`config.mk`:
```
export PLATFORM = sky130hd
export DESIGN_NAME = regfile_scoreboard
export DESIGN_NICKNAME = d
export VERILOG_FILES = /design/src/rtl/regfile_scoreboard.sv
export SDC_FILE = /design/constraint.sdc
export NUM_CORES = 2
export LEC_CHECK = 0
export CAP_MARGIN = 5
export CORE_MARGIN = 3
export CORE_UTILIZATION = 30
export CTS_BUF_LIST = sky130_fd_sc_hd__clkbuf_4 sky130_fd_sc_hd__clkbuf_8 sky130_fd_sc_hd__clkbuf_16
export DETAILED_ROUTE_END_ITERATION = 7
export PLACE_DENSITY = 0.5
export RECOVER_POWER = 100
export SKIP_CTS_REPAIR_TIMING = 1
export SLEW_MARGIN = 20
export SYNTH_ARGS = -nofsm -noshare
export SYNTH_HDL_FRONTEND = slang
export SYNTH_SLANG_ARGS = --single-unit
```
`constraint.sdc`:
```
create_clock -name clk_i -period 5 [get_ports clk_i]
set_input_delay 0.75 -clock clk_i [delete_from_list [all_inputs] [get_ports clk_i]]
set_output_delay 0.75 -clock clk_i [all_outputs]
set_load 0.02 [all_outputs]
```
`src/rtl/regfile_scoreboard.sv`:
```
// rtl/regfile_scoreboard.sv - register file with write-first read bypass and a pending-write scoreboard
// Read ports are registered; held operands follow writebacks to their captured address during a stall.
module regfile_scoreboard #(
  parameter int width_p = 32,
  parameter int els_p   = 32
) (
  input  logic                       clk_i,
  input  logic                       rst_i,
  input  logic                       stall_v_i,
  input  logic [$clog2(els_p)-1:0]   rs1_i,
  input  logic [$clog2(els_p)-1:0]   rs2_i,
  output logic [width_p-1:0]         rs1_data_o,
  output logic [width_p-1:0]         rs2_data_o,
  input  logic                       issue_v_i,
  input  logic [$clog2(els_p)-1:0]   issue_rd_i,
  input  logic [$clog2(els_p)-1:0]   rd_i,
  input  logic [width_p-1:0]         rd_data_i,
  input  logic                       rd_w_v_i,
  output logic                       hazard_o
);

  localparam int idx_w = $clog2(els_p);

  logic [width_p-1:0] regs [els_p];
  logic [els_p-1:0]   pending;
  logic [els_p-1:0]   pending_next;
  logic [idx_w-1:0]   rs1_addr;
  logic [idx_w-1:0]   rs2_addr;

  logic wb_nz;
  logic raw_1;
  logic raw_2;
  logic waw;
  logic issue_ok;

  assign wb_nz = rd_w_v_i && (rd_i != '0);

  // A same-cycle writeback to the register in question resolves the hazard through the bypass.
  assign raw_1 = (rs1_i != '0) && pending[rs1_i] && !(rd_w_v_i && (rd_i == rs1_i));
  assign raw_2 = (rs2_i != '0) && pending[rs2_i] && !(rd_w_v_i && (rd_i == rs2_i));
  assign waw   = issue_v_i && (issue_rd_i != '0) && pending[issue_rd_i]
                 && !(rd_w_v_i && (rd_i == issue_rd_i));

  assign hazard_o = raw_1 || raw_2 || waw;
  assign issue_ok = issue_v_i && !stall_v_i && !hazard_o && (issue_rd_i != '0);

  // Clear is applied before set so a simultaneous set of the same bit wins.
  always_comb begin
    pending_next = pending;
    if (wb_nz) pending_next[rd_i] = 1'b0;
    if (issue_ok) pending_next[issue_rd_i] = 1'b1;
    pending_next[0] = 1'b0;
  end

  always_ff @(posedge clk_i) begin
    if (rst_i) begin
      for (int i = 0; i < els_p; i++) regs[i] <= '0;
      pending    <= '0;
      rs1_data_o <= '0;
      rs2_data_o <= '0;
      rs1_addr   <= '0;
      rs2_addr   <= '0;
    end else begin
      pending <= pending_next;
      if (wb_nz) regs[rd_i] <= rd_data_i;

      if (!stall_v_i) begin
        rs1_addr <= rs1_i;
        rs2_addr <= rs2_i;
        if (rs1_i == '0)                         rs1_data_o <= '0;
        else if (rd_w_v_i && (rd_i == rs1_i))    rs1_data_o <= rd_data_i;
        else                                     rs1_data_o <= regs[rs1_i];
        if (rs2_i == '0)                         rs2_data_o <= '0;
        else if (rd_w_v_i && (rd_i == rs2_i))    rs2_data_o <= rd_data_i;
        else                                     rs2_data_o <= regs[rs2_i];
      end else begin
        if (wb_nz && (rd_i == rs1_addr)) rs1_data_o <= rd_data_i;
        if (wb_nz && (rd_i == rs2_addr)) rs2_data_o <= rd_data_i;
      end
    end
  end

endmodule

```
# Word level (Yosys, flattened, before mapping)
# Memory sizes are Yosys's and may differ from the RTL's.
# Index checks and enable logic that the tools add are counted.
# totals
ff_bits	106
latchBits	0
ram_bits	1024
romBits	0
inputBits	57
output_inout_bits	65
word_cells	83
mem_count	1
# mem_list
name	words	word_bits	read_ports	rd_clocked_by_memory_dff	wr	line	rtl
regs	32	32	2	0	32	24	logic [width_p-1:0] regs [els_p];
# op_classes
add_sub_neg	0
multipliers	0
div	0
order_cmp	6
eq_ne	7
n_shift	0
muxes	28
bitwise	3
n_reduce_logical	32
# ops
operator	count
2-to-1 mux 32 bit	11
bitwise AND 32 bit	1
NOT 32 bit	1
bitwise OR 32 bit	1
OR reduction 32 bit	1
equality test 5 bit	5
< comparator 5 x 6 -> 1 bit (second input constant)	4
nonzero test 5 bit	4
logical AND 1 bit	18
binary-select mux 1 bit (select 5 bit)	3
2-to-1 mux 1 bit	11
demux 1 bit (select 5 bit)	2
greater-or-equal comparator 5 x 1 -> 1 bit (second input constant)	2
zero test 5 bit	2
zero test 1 bit	5
2-to-1 mux 5 bit	1
!= test 2 x 1 -> 1 bit (second input constant)	2
logical OR 1 bit	2

# Logic depth before layout (Yosys ltp)
# depth
depth_word	10
mapped_depth	11
ltp_nobuf	6

# Worst setup path after synthesis
# OpenSTA, ideal clock, no wires.
# synth_path
kind	input to output
from	in rs2_i[0]
to	out hazard_o
arrival_time_ns	2.414
t_required_ns	4.250
path_slack_ns	1.836
path_stages	8
n_path_buf	3
path_cell_list	buf_4 buf_2 mux4_2 mux2i_1 nand2_1 nand4b_1 buf_2 nand3_1
# synth_between
elab_chain_cells	6
word_cells_on_any_way	10
cone_classes	1 x eq/ne; 2 x mux; 7 x reduce/logical
# synth_rtl
item	line	rtl
from (decl)	11	input logic [$clog2(els_p)-1:0] rs2_i,
binary-select mux 1 bit (select 5 bit) / equality test 5 bit (equally long branches)	40	assign raw_2 = (rs2_i != '0) && pending[rs2_i] && !(rd_w_v_i && (rd_i == rs2_i));
2-to-1 mux 1 bit (not written as such) / logical AND 1 bit (equally long branches)	40	
logical AND 1 bit / zero test 1 bit (equally long branches)	40	
logical AND 1 bit (*)	40	
logical OR 1 bit (*) (2 in a row)	44	assign hazard_o = raw_1 || raw_2 || waw;
to (decl)	19	output logic hazard_o
# Every way passes the cells marked *; elsewhere a longest branch is shown, timed or not. The select of a mux whose other input is x is not followed.

==> impl_metrics.ini <==
[run_status]
result_of_the_run = complete, but fails checks
failed_checks = max-capacitance violations, max-slew violations

[synthesis]
yosysMostFrequentCell = sky130_fd_sc_hd__edfxtp_1
ys_seq_elements = 1129
post_synth_fa_ha_maj_area_fraction_pct = 0
synth_top_family_by_area = multiplexers
ys.flop_type = sky130_fd_sc_hd__edfxtp_1
postSynthAreaPerCell_um2 = 14.9
synth-simple-area-share_pct = 13.0
synthTopCellsByArea = sky130_fd_sc_hd__edfxtp_1 51%, sky130_fd_sc_hd__mux4_2 22%, sky130_fd_sc_hd__and2_1 9.8%
synth.distinct_cells = 57
mappedNetlistArea_um2 = 59900
mux_cell_area_share_after_synthesis_pct = 24.1
synth_compound_gate_area_share_pct = 3.89
synth_xor_xnor_area_share_pct = 0.365
syn-instance-count = 4028
synth_area_leader_cell = sky130_fd_sc_hd__edfxtp_1
synth-edff-count = 1024
yosys.area.top_type_share_pct = 51.3
synth_commonest_cells = 1,024 x sky130_fd_sc_hd__edfxtp_1, 943 x sky130_fd_sc_hd__and2_1, 590 x sky130_fd_sc_hd__mux4_2, 286 x sky130_fd_sc_hd__clkbuf_1, 120 x sky130_fd_sc_hd__nor2_1
postSynth.asyncResetShare_pct = 0
synth.yosys.warnings = 0
seq_area_frac_synth_pct = 54.8

[worst_setup_path]
critical_path.max_fanout = 17
worst-endpoint-required_ns = 5.35
worst_setup_path_start_kind = input port
worst_path_arrival_ns = 5.05
path_cells = dlygate4sd3_1, clkbuf_1, nand2b_1, nor2_1, a21o_1, clkbuf_1
cp_common_cell = sky130_fd_sc_hd__clkbuf_1
worstSetupEndpointType = register
criticalPathCategory = in2reg
crit_path_top_delay_cell = sky130_fd_sc_hd__clkbuf_1
cp_slowest_stage_delay_ns = 1.57

[drt]
post-route-drc-count = 0
num_vias = 38300
detail_route.vias_per_cell = 5.62
route.antenna.remaining_nets = 0
length_of_the_first_detailed_routing_pass_in_iterations = 6
routed_wire_length_per_instance_um = 34.1
drt_wl_total_um = 232000
detailed_route_iter0_violations = 4716

[job]
maxCapViolations = 47

[cells_and_area]
post-route-util_pct = 34.6
fin_area_um2 = 68500
multiInputGateArea_um2 = 25100
area.growth.synth_to_final_pct = 14.3
seqCellArea_um2 = 32900
drive_gt1_share_pct = 24.2
fin_nets = 4108
fill_cells = 18900

[timing]
period_needed_ns = 4.71
totalNegativeSetupSlack_ns = 0
final-hold-violation-count = 0
max_slew.worst_pin.slew_ns = 3.81
fin_crit_sh_pct = 94.2
timing.fmax_mhz = 212
grt_setup_unrepaired = false
finalClockSkew_ns = 0.0470
setup-violations-final = 0
slew-limit-headroom_pct = -154
slew_viol_final = 889

[global_routing]
globalRoute.totalOverflow = 0
global_route_wire_length_before_repair_um = 320000
vias_in_the_first_global_route = 38700
grt_start_max_net_pins = 103
initial_antenna_violation_count = 32
groute.usage.overall_pct = 22.4

[clocking]
cts-root-to-sink-buffers = 3
path_clk_slew_ns = 0.05
cts-root-buf = sky130_fd_sc_hd__clkbuf_16
tritoncts.num_buffers = 137
worstSkewPairLatency_ns = 0.80
numClockSinks = 1129
tritoncts_clock_tree = yes
htree_num_levels = 4

[place]
detailed_place_hpwl_um = 138000
gp_congestion = 0.835
placedInstanceArea_um2 = 64800
io_buffers = 121

[floorplan]
fp-row-count = 163
fp.dieArea_um2 = 205000
floorplan.io_pins = 122
initial_core_util_pct = 30.3
chipHeight_um = 453
die_x_um = 453
core_region_area_um2 = 198000

[power]
ir_drop_mv = 0.376
power_density_nw_per_um2 = 354
p_leak_uw = 0.0226

[hold_path]
timing.hold.worst.class = in2reg
critical path, delay by kind of cell:
family,cells,cell delay [ns]
buffers and inverters,3,2.56
AND/OR/NAND/NOR,2,0.51
AO/OA/AOI/OAI,1,1.17
path summary, 6_finish.rpt:
kind         depth (start not counted)                      from  slack (ns)                          to
min                                  3                  rs1_i[4]        0.36    rs1_addr[4]$_SDFFE_PP0N_
max                                  6                   rd_i[4]        0.29   regs[5][17]$_SDFFCE_PN0P_
max reg2reg                          6  rs2_addr[4]$_SDFFE_PP0N_        1.37  rs2_data_o[0]$_SDFFE_PP0P_
min reg2reg                          2    pending[14]$_SDFF_PP0_        0.49      pending[14]$_SDFF_PP0_
through the flow:
stage | setup WS, ns | instances | hold WS (ns) | power, uW
after detailed placement | 0.595 | 6552 | 0.477 | 14300
after floorplan | 1.84 | 4059 | 0.451 | 13000
after global placement | 0.574 | 6550 | 0.480 | 14300
after CTS | 0.596 | 6805 | 0.292 | 24500
final | 0.292 | 6818 | 0.358 | 24200
after global routing | 0.282 | 6809 | 0.345 | 24900
placed cells by master (no fill, tap or decap), drive strengths merged, types with 43 or more instances in the layout:
cell,n
clkinv,51
mux4,590
a32oi,48
nor2,121
and2,943
dfxtp,105
clkbuf,274
mux2i,114
a211oi,73
dlygate4sd3,71
edfxtp,1024
a21oi,43
inv,47
nor3,97
buf,110
a22oi,55
nand2,114
registers in the layout (all words and copies together), names as in the netlist:
| name | flops |
|---|---|
| pending | 31 |
| rs2_addr | 5 |
| rs1_addr | 5 |
| rs2_data_o | 32 |
| rs1_data_o | 32 |
| regs | 1024 |
logic make-up (layout without fill, tap and decap cells):
| kind of cell | Yosys count | count (layout) |
|---|---|---|
| buffers and inverters | 490 | 596 |
| flip-flops | 1129 | 1129 |
| multiplexers | 706 | 706 |
| AO/OA/AOI/OAI | 322 | 322 |
| XOR/XNOR | 25 | 25 |
| AND/OR/NAND/NOR | 1355 | 1355 |
| other | 1 | 45 |
power by group:
group | total, uW | internal (uW) | switching, uW
combinational | 2900 | 1180 | 1720
sequential | 11100 | 10800 | 302
clock | 10200 | 5910 | 4270
total | 24200 | 17900 | 6290
routing by layer:
layer / vias to the layer above / share of wire (%) / routed length, um / GRT usage (%)
met3: 484 / 9.2 / 21300 / 4.70
met4: 2 / 4.9 / 11500 / 9.28
li1: 15600 / - / - / -
met1: 20200 / 40 / 92400 / 29.9
met2: 2076 / 46 / 107000 / 35.5
met5: - / 0.0077 / 18 / 0.0700
layout make-up:
cell class | count | area share, %
Clock buffer | 186 | 5.66
Tap cell | 2640 | 4.82
Timing Repair Buffer | 302 | 3.63
Multi-Input combinational cell | 2440 | 36.6
Antenna cell | 13 | 0.0475
Inverter | 41 | 0.236
Sequential cell | 1129 | 48.0
Clock inverter | 67 | 0.985
(Power assumes the default switching activity.)
